### src/rtl/ls_sequencer.sv
// Multicycle load/store sequencer between the main control FSM and data memory.
// Sub-word stores are read-modify-write; all outputs are registered from next state.
module ls_sequencer #(
  parameter int unsigned MEM_LAT = 2
) (
  input  logic        clk_i,
  input  logic        rst_ni,
  input  logic        start_i,
  input  logic [2:0]  op_i,
  input  logic [31:0] addr_i,
  input  logic [31:0] store_data_i,
  input  logic [31:0] mem_rdata_i,
  output logic [31:0] mem_addr_o,
  output logic        mem_wr_o,
  output logic [31:0] mem_wdata_o,
  output logic        mdr_load_o,
  output logic [1:0]  ls_ctrl_o,
  output logic        busy_o,
  output logic        done_o,
  output logic        err_o
);

  typedef enum logic [2:0] {
    IDLE, RD_WAIT, CAPTURE, MERGE, WRITE, DONE, ERR
  } state_t;

  localparam logic [2:0] OP_LH = 3'b001;
  localparam logic [2:0] OP_LB = 3'b010;
  localparam logic [2:0] OP_SW = 3'b100;
  localparam logic [2:0] OP_SH = 3'b101;
  localparam logic [3:0] LAT_M1 = 4'(MEM_LAT - 1);

  state_t      state_q, state_d;
  logic [3:0]  cnt_q, cnt_d;
  logic [2:0]  op_q, op_d;
  logic [31:0] sd_q, sd_d;
  logic [31:0] mem_addr_q, mem_addr_d;
  logic [31:0] mem_wdata_q, mem_wdata_d;
  logic        mem_wr_q, mem_wr_d;
  logic        mdr_load_q, mdr_load_d;
  logic [1:0]  ls_ctrl_q, ls_ctrl_d;
  logic        busy_q, busy_d;
  logic        done_q, done_d;
  logic        err_q, err_d;
  logic        bad_req;

  // op[1:0] encodes width for both loads and stores; 11 is the illegal code.
  assign bad_req = (op_i[1:0] == 2'b11)
                || (op_i[1:0] == 2'b00 && addr_i[1:0] != 2'b00)
                || (op_i[1:0] == 2'b01 && addr_i[0]);

  always_comb begin
    state_d     = state_q;
    cnt_d       = cnt_q;
    op_d        = op_q;
    sd_d        = sd_q;
    mem_addr_d  = mem_addr_q;
    mem_wdata_d = mem_wdata_q;
    ls_ctrl_d   = ls_ctrl_q;

    case (state_q)
      IDLE: begin
        if (start_i) begin
          op_d       = op_i;
          sd_d       = store_data_i;
          mem_addr_d = addr_i;
          if (bad_req) begin
            state_d = ERR;
          end else if (op_i == OP_SW) begin
            state_d     = WRITE;
            mem_wdata_d = store_data_i;
          end else begin
            state_d = RD_WAIT;
            cnt_d   = LAT_M1;
          end
        end
      end
      RD_WAIT: begin
        if (cnt_q == 4'd0) state_d = op_q[2] ? MERGE : CAPTURE;
        else               cnt_d   = cnt_q - 4'd1;
      end
      CAPTURE: state_d = DONE;
      MERGE: begin
        mem_wdata_d = (op_q == OP_SH) ? {mem_rdata_i[31:16], sd_q[15:0]}
                                      : {mem_rdata_i[31:8],  sd_q[7:0]};
        state_d     = WRITE;
      end
      WRITE:   state_d = DONE;
      DONE:    state_d = IDLE;
      ERR:     state_d = IDLE;
      default: state_d = IDLE;
    endcase

    // Moore outputs are registered off the state being entered.
    mem_wr_d   = (state_d == WRITE);
    mdr_load_d = (state_d == CAPTURE);
    busy_d     = (state_d != IDLE);
    done_d     = (state_d == DONE);
    err_d      = (state_d == ERR);
    if (state_d == CAPTURE) begin
      ls_ctrl_d = (op_q == OP_LH) ? 2'b01 : (op_q == OP_LB) ? 2'b10 : 2'b00;
    end
  end

  always_ff @(posedge clk_i or negedge rst_ni) begin
    if (!rst_ni) begin
      state_q     <= IDLE;
      cnt_q       <= 4'd0;
      op_q        <= 3'b000;
      sd_q        <= 32'd0;
      mem_addr_q  <= 32'd0;
      mem_wdata_q <= 32'd0;
      mem_wr_q    <= 1'b0;
      mdr_load_q  <= 1'b0;
      ls_ctrl_q   <= 2'b00;
      busy_q      <= 1'b0;
      done_q      <= 1'b0;
      err_q       <= 1'b0;
    end else begin
      state_q     <= state_d;
      cnt_q       <= cnt_d;
      op_q        <= op_d;
      sd_q        <= sd_d;
      mem_addr_q  <= mem_addr_d;
      mem_wdata_q <= mem_wdata_d;
      mem_wr_q    <= mem_wr_d;
      mdr_load_q  <= mdr_load_d;
      ls_ctrl_q   <= ls_ctrl_d;
      busy_q      <= busy_d;
      done_q      <= done_d;
      err_q       <= err_d;
    end
  end

  assign mem_addr_o  = mem_addr_q;
  assign mem_wr_o    = mem_wr_q;
  assign mem_wdata_o = mem_wdata_q;
  assign mdr_load_o  = mdr_load_q;
  assign ls_ctrl_o   = ls_ctrl_q;
  assign busy_o      = busy_q;
  assign done_o      = done_q;
  assign err_o       = err_q;

endmodule
### config.mk
export PLATFORM = sky130hd
export DESIGN_NAME = ls_sequencer
export DESIGN_NICKNAME = d
export VERILOG_FILES = /design/src/rtl/ls_sequencer.sv
export SDC_FILE = /design/constraint.sdc
export NUM_CORES = 1
export LEC_CHECK = 0
export BUFFER_PORTS_ARGS = -buffer_cell sky130_fd_sc_hd__buf_2
export CORE_ASPECT_RATIO = 1.5
export CORE_MARGIN = 8
export CORE_UTILIZATION = 48
export CTS_CLUSTER_DIAMETER = 50
export DETAILED_ROUTE_END_ITERATION = 8
export HOLD_SLACK_MARGIN = 0.03
export PLACE_DENSITY = 0.8
export SLEW_MARGIN = 20
export SYNTH_ARGS = -nofsm -noshare
export SYNTH_HDL_FRONTEND = slang
export SYNTH_SLANG_ARGS = --single-unit
### constraint.sdc
create_clock -name clk_i -period 2.71 [get_ports clk_i]
set_clock_uncertainty 0.15 [all_clocks]
set_input_delay 0.271 -clock clk_i [delete_from_list [all_inputs] [get_ports clk_i]]
set_output_delay 0.271 -clock clk_i [all_outputs]
set_load 0.01 [all_outputs]
Word level (Yosys, flattened, before mapping)
Index checks and enable logic that the tools add are counted.
Word-level totals
  output and inout bits: 71
  input bits: 102
  flip-flop bits (word level): 97
  word-level logic and storage cells: 65
Cells by class
  equal/unequal tests: 19
  reductions and logical operators: 15
  add/sub/neg operators: 1
  multiplexer cells: 18
Operator list (count)
  2-to-1 mux 32 bit: 3
  one-hot mux 32 bit (2 select lines): 1
  equality test 3 bit (second input constant): 6
  2-to-1 mux 16 bit: 1
  2-to-1 mux 4 bit: 4
  equality test 3 x 2 -> 1 bit (second input constant): 4
  2-to-1 mux 3 bit: 4
  one-hot mux 3 bit (4 select lines): 1
  inequality test 2 bit (second input constant): 5
  one-hot mux 4 bit (2 select lines): 1
  equality test 3 x 1 -> 1 bit (second input constant): 2
  nonzero test 2 bit: 3
  AND reduction 5 bit: 1
  logical NOT 4 bit: 1
  2-to-1 mux 2 bit: 2
  AND reduction 4 bit: 1
  subtractor 4 x 1 -> 4 bit (second input constant): 1
  logical NOT 3 bit: 1
  nonzero test 3 bit: 1
  equality test 2 x 1 -> 1 bit (second input constant): 1
  equality test 2 bit (second input constant): 1
  logical AND 1 bit: 2
  logical NOT 2 bit: 1
  logical OR 1 bit: 2
  3 further kinds: 3

Depth between registers and ports, before layout
  depth after elaboration: 8
  gate-level depth with buffers: 7
  depth with buffers taken out: 7

Worst setup path before layout
Ideal clock, no wire load.
  path type: register to register
  start point: register cnt_q[0]
  end point: register ls_ctrl_q[0] (netlist: ls_ctrl_o[0])
  data required time: 2.435 ns
  arrival time: 1.965 ns
  setup time: 0.125 ns
  stages on the path, launching flop included: 7
  path buffers: 0
  path slack: 0.470 ns
  period minus slack after synthesis: 2.240 ns
  cells stage by stage: dfrtp_1 > inv_1 > ha_1 > or3b_4 > or4b_4 > a21boi_4 > mux2_4
Between the ends
  word-level cells in the longest chain between the ends: 4
RTL lines
  start, declared: RTL line 34  | logic [3:0] cnt_q, cnt_d;
  start signal, assigned: RTL line 121  | cnt_q <= cnt_d;
  logical NOT 4 bit: RTL line 79  | if (cnt_q == 4'd0) state_d = op_q[2] ? MERGE : CAPTURE;
  2-to-1 mux 3 bit: RTL line 79
  one-hot mux 3 bit (4 select lines): RTL line 61  | case (state_q)
  equality test 3 x 2 -> 1 bit
  via mdr_load_d: RTL line 40  | logic mdr_load_q, mdr_load_d;
  end signal, assigned: RTL line 128  | ls_ctrl_q <= ls_ctrl_d;
  end, declared: RTL line 41  | logic [1:0] ls_ctrl_q, ls_ctrl_d;
The timed path passes the listed nets, and every way through them passes these cells.
A chain may end at the register's enable or synchronous reset.

Final worst setup path
  start point: input addr_i[0]
  end point: register mem_wdata_q[4] (netlist: mem_wdata_o[4])
Between the ends
  word-level cells in the longest chain between the ends: 6
  elaborated cells between the ends (all ways): 7
  those cells by class: 1 x eq/ne; 6 x reduce/logical
RTL lines
  start, declared: RTL line 10  | input logic [31:0] addr_i,
  nonzero test 2 bit: RTL line 49  | || (op_i[1:0] == 2'b00 && addr_i[1:0] != 2'b00)
  logical AND 1 bit: RTL line 49
  logical OR 1 bit: RTL line 49
  logical OR 1 bit *: RTL line 50  | || (op_i[1:0] == 2'b01 && addr_i[0]);
  inequality test 2 bit (no line) *
  AND reduction 4 bit (no line) *
  end signal, assigned: RTL line 125  | mem_wdata_q <= mem_wdata_d;
  end, declared: RTL line 38  | logic [31:0] mem_wdata_q, mem_wdata_d;
Every way passes the cells marked *; elsewhere a longest branch is shown, timed or not.

==> metrics.txt <==
outcome finished clean; Routed WL per cell 17.0 µm; initial antenna violation count 1; worst flop-to-flop path startpoint cnt_q[0]; clock root cell clkbuf_16; grt ovf 0; CTS tree yes; Total Neg Setup Slack 0 ps; DRC viols 0; Pwr Density 1080 nW/µm²; syn_nets 503; worst r2r dst ls_ctrl_o[0]; # IOs 173; Pre-Repair DR Iteration Count 4; All-Layer GR Usage 20.7%; Peak Freq 425 MHz; reg-to-reg slack, setup 370 ps; CP Class input port to flop; Cell Area, Synth 4260 µm²; warnings from Yosys 0; post-synthesis sequential area ratio 56.9%; post-DR vias/cell 5.03; Die X 92.9 µm; Worst-path clk slew 70 ps; via count 3663; Post-synth EDFFs 0; # rows 42; FF+latch count, synth 97; PnR Total Power 6.50 mW; Hold Startpoint op_i[1]; Relative slew margins 49.9%; total setup buffers inserted after CTS 0; PortBufs 164; GPL Wtd Cong 0.800; Max VDD drop 0.574 mV; share of post-route cells with drive strength above 1 40.4%; Nets 716; measured slew at the worst slew-check pin 749 ps; Leakage 3.20 nW; Num CTS Buffers 9; largest net degree at the start of global routing 55; Setup Viol. Count Final 0; crit-path max FO 23; hold depth 3; Mapped Avg Cell Area 10.7 µm²; hpwl dp 8260 µm; Starting Density 48.9%; chip height 131 µm; cell count of the worst reg-to-reg path 6; Die Area 12200 µm²; vias in the first global route 4119; First DRT Iteration DRCs 197; global-route wire length before repair 20000 µm; fin crit period 2350 ps; Critical Path Start Type input port; Final ANT Viol Nets 0; crit path DAT 2420 ps; H-tree levels 3; Netlist cell types 31; final max-slew violation count 0; most frequent cells in the layout 163 x nand2_1, 163 x buf_2, 97 x dfrtp_1, 51 x mux2_2, 49 x dlygate4sd3_1; core area 8720 µm²; Post-synth ARST share 100%; clock tree buffer depth 2; Post-synth top flop dfrtp_1; total routed wirelength 12400 µm; Area Growth Syn to Fin 40.8%; WHS Endpoint op_q[1]; CTS Sinks 97; min-delay worst type input port to flop; Gate Count Post-Synth 399; critical path capture point type flop; hold violation total from the final report 0; Clock Latency Late Sink 330 ps; Max Cap Viol 0; WP data required 2780 ps; RSZ-0062 raised after global routing no; Final Cycle Share 86.8%
power by group:
group,total (mW),internal (mW),switching [mW]
sequential,2.56,2.16,0.403
clock,1.28,0.762,0.522
combinational,2.65,1.20,1.45
total,6.50,4.12,2.38
cell usage after synthesis, types with 5 or more instances:
cell	number	share of area [%]
inv_1	5	0.44
o21ai_0	14	1.6
mux2i_1	10	2.3
nand2_1	163	14
dfrtp_1	97	57
mux2_1	5	1.3
mux2_2	51	13
nor2_1	7	0.62
buf_1	6	0.53
clkbuf_1	9	0.79
area by class of cell:
| class | instances | area, µm² |
|---|---|---|
| Multi-Input combinational cell | 277 | 1720 |
| Clock inverter | 5 | 53.8 |
| Tap cell | 110 | 138 |
| Timing Repair Buffer | 222 | 1390 |
| Antenna cell | 1 | 2.50 |
| Inverter | 5 | 18.8 |
| Clock buffer | 11 | 253 |
| Fill cell | 670 | 2720 |
| Sequential cell | 97 | 2430 |
logic make-up (layout without fill, tap and decap cells):
kind of cell	Yosys count	after routing	share of synthesized area (%)
AOI/OAI and AO/OA	21	21	3.35
xor gates and xnor gates	3	3	0.616
adders and majority gates	2	2	0.587
buffers and inverters	25	243	2.79
DFF	97	97	56.9
muxes	68	68	17.8
other	0	1	0
and+or+nand+nor	183	183	17.9
metal layers:
layer  routed length (µm)  global-route usage (%)  share of wire (%)  vias up
li1                     -                       -                  -     1725
met1                 4300                    20.6                 35     1771
met2                 6860                    37.0                 56      130
met3                  709                    5.47                5.7       37
met4                  484                    12.0                3.9        0
met5                    0                       0                  0        -
flip-flops by register name (all words and copies together), names as in the netlist:
register	count
mem_addr_o	32
mem_wdata_o	32
sd_q	16
cnt_q	4
op_q	3
state_q	3
ls_ctrl_o	2
busy_o	1
done_o	1
err_o	1
mdr_load_o	1
mem_wr_o	1
per-stage QoR:
stage               area (µm²)  cells  hold WS (ps)  setup WS [ps]  util, %
floorplan                 4260    399          -175            470        -
global placement          5200    662           170            436     59.7
detailed placement        5200    662           176            391     59.7
CTS                       6000    727          68.6            371     68.8
global route              6000    728          90.7            263     68.8
finish                    6000    728          83.1            357     68.8
how the worst max path moves through the flow:
stage	start	end	slack [ps]	cells after the start
3_3_place_gp	cnt_q[0]	ls_ctrl_o[0]	440	6
2_1_floorplan	cnt_q[0]	ls_ctrl_o[0]	470	6
6_report	addr_i[0]	mem_wdata_o[4]	360	8
3_5_place_dp	cnt_q[0]	ls_ctrl_o[0]	390	6
5_1_grt	op_i[2]	mem_wdata_o[4]	260	8
4_1_cts	cnt_q[0]	ls_ctrl_o[0]	370	6
critical path, cell delays in order:
cell           delay (ps)
dlygate4sd3_1         550
buf_2                 140
mux2i_1               250
o31a_1                260
o22ai_2               130
nor2_4                110
buf_4                 310
mux2_2                390
what timing repair did:
action,CTS,global route
hold buffers,49,0
setup endpoints to repair,0,0
gates resized for setup,0,0
endpoints found under the hold margin,93,0
Note: power is estimated with default switching activity, not from simulation.
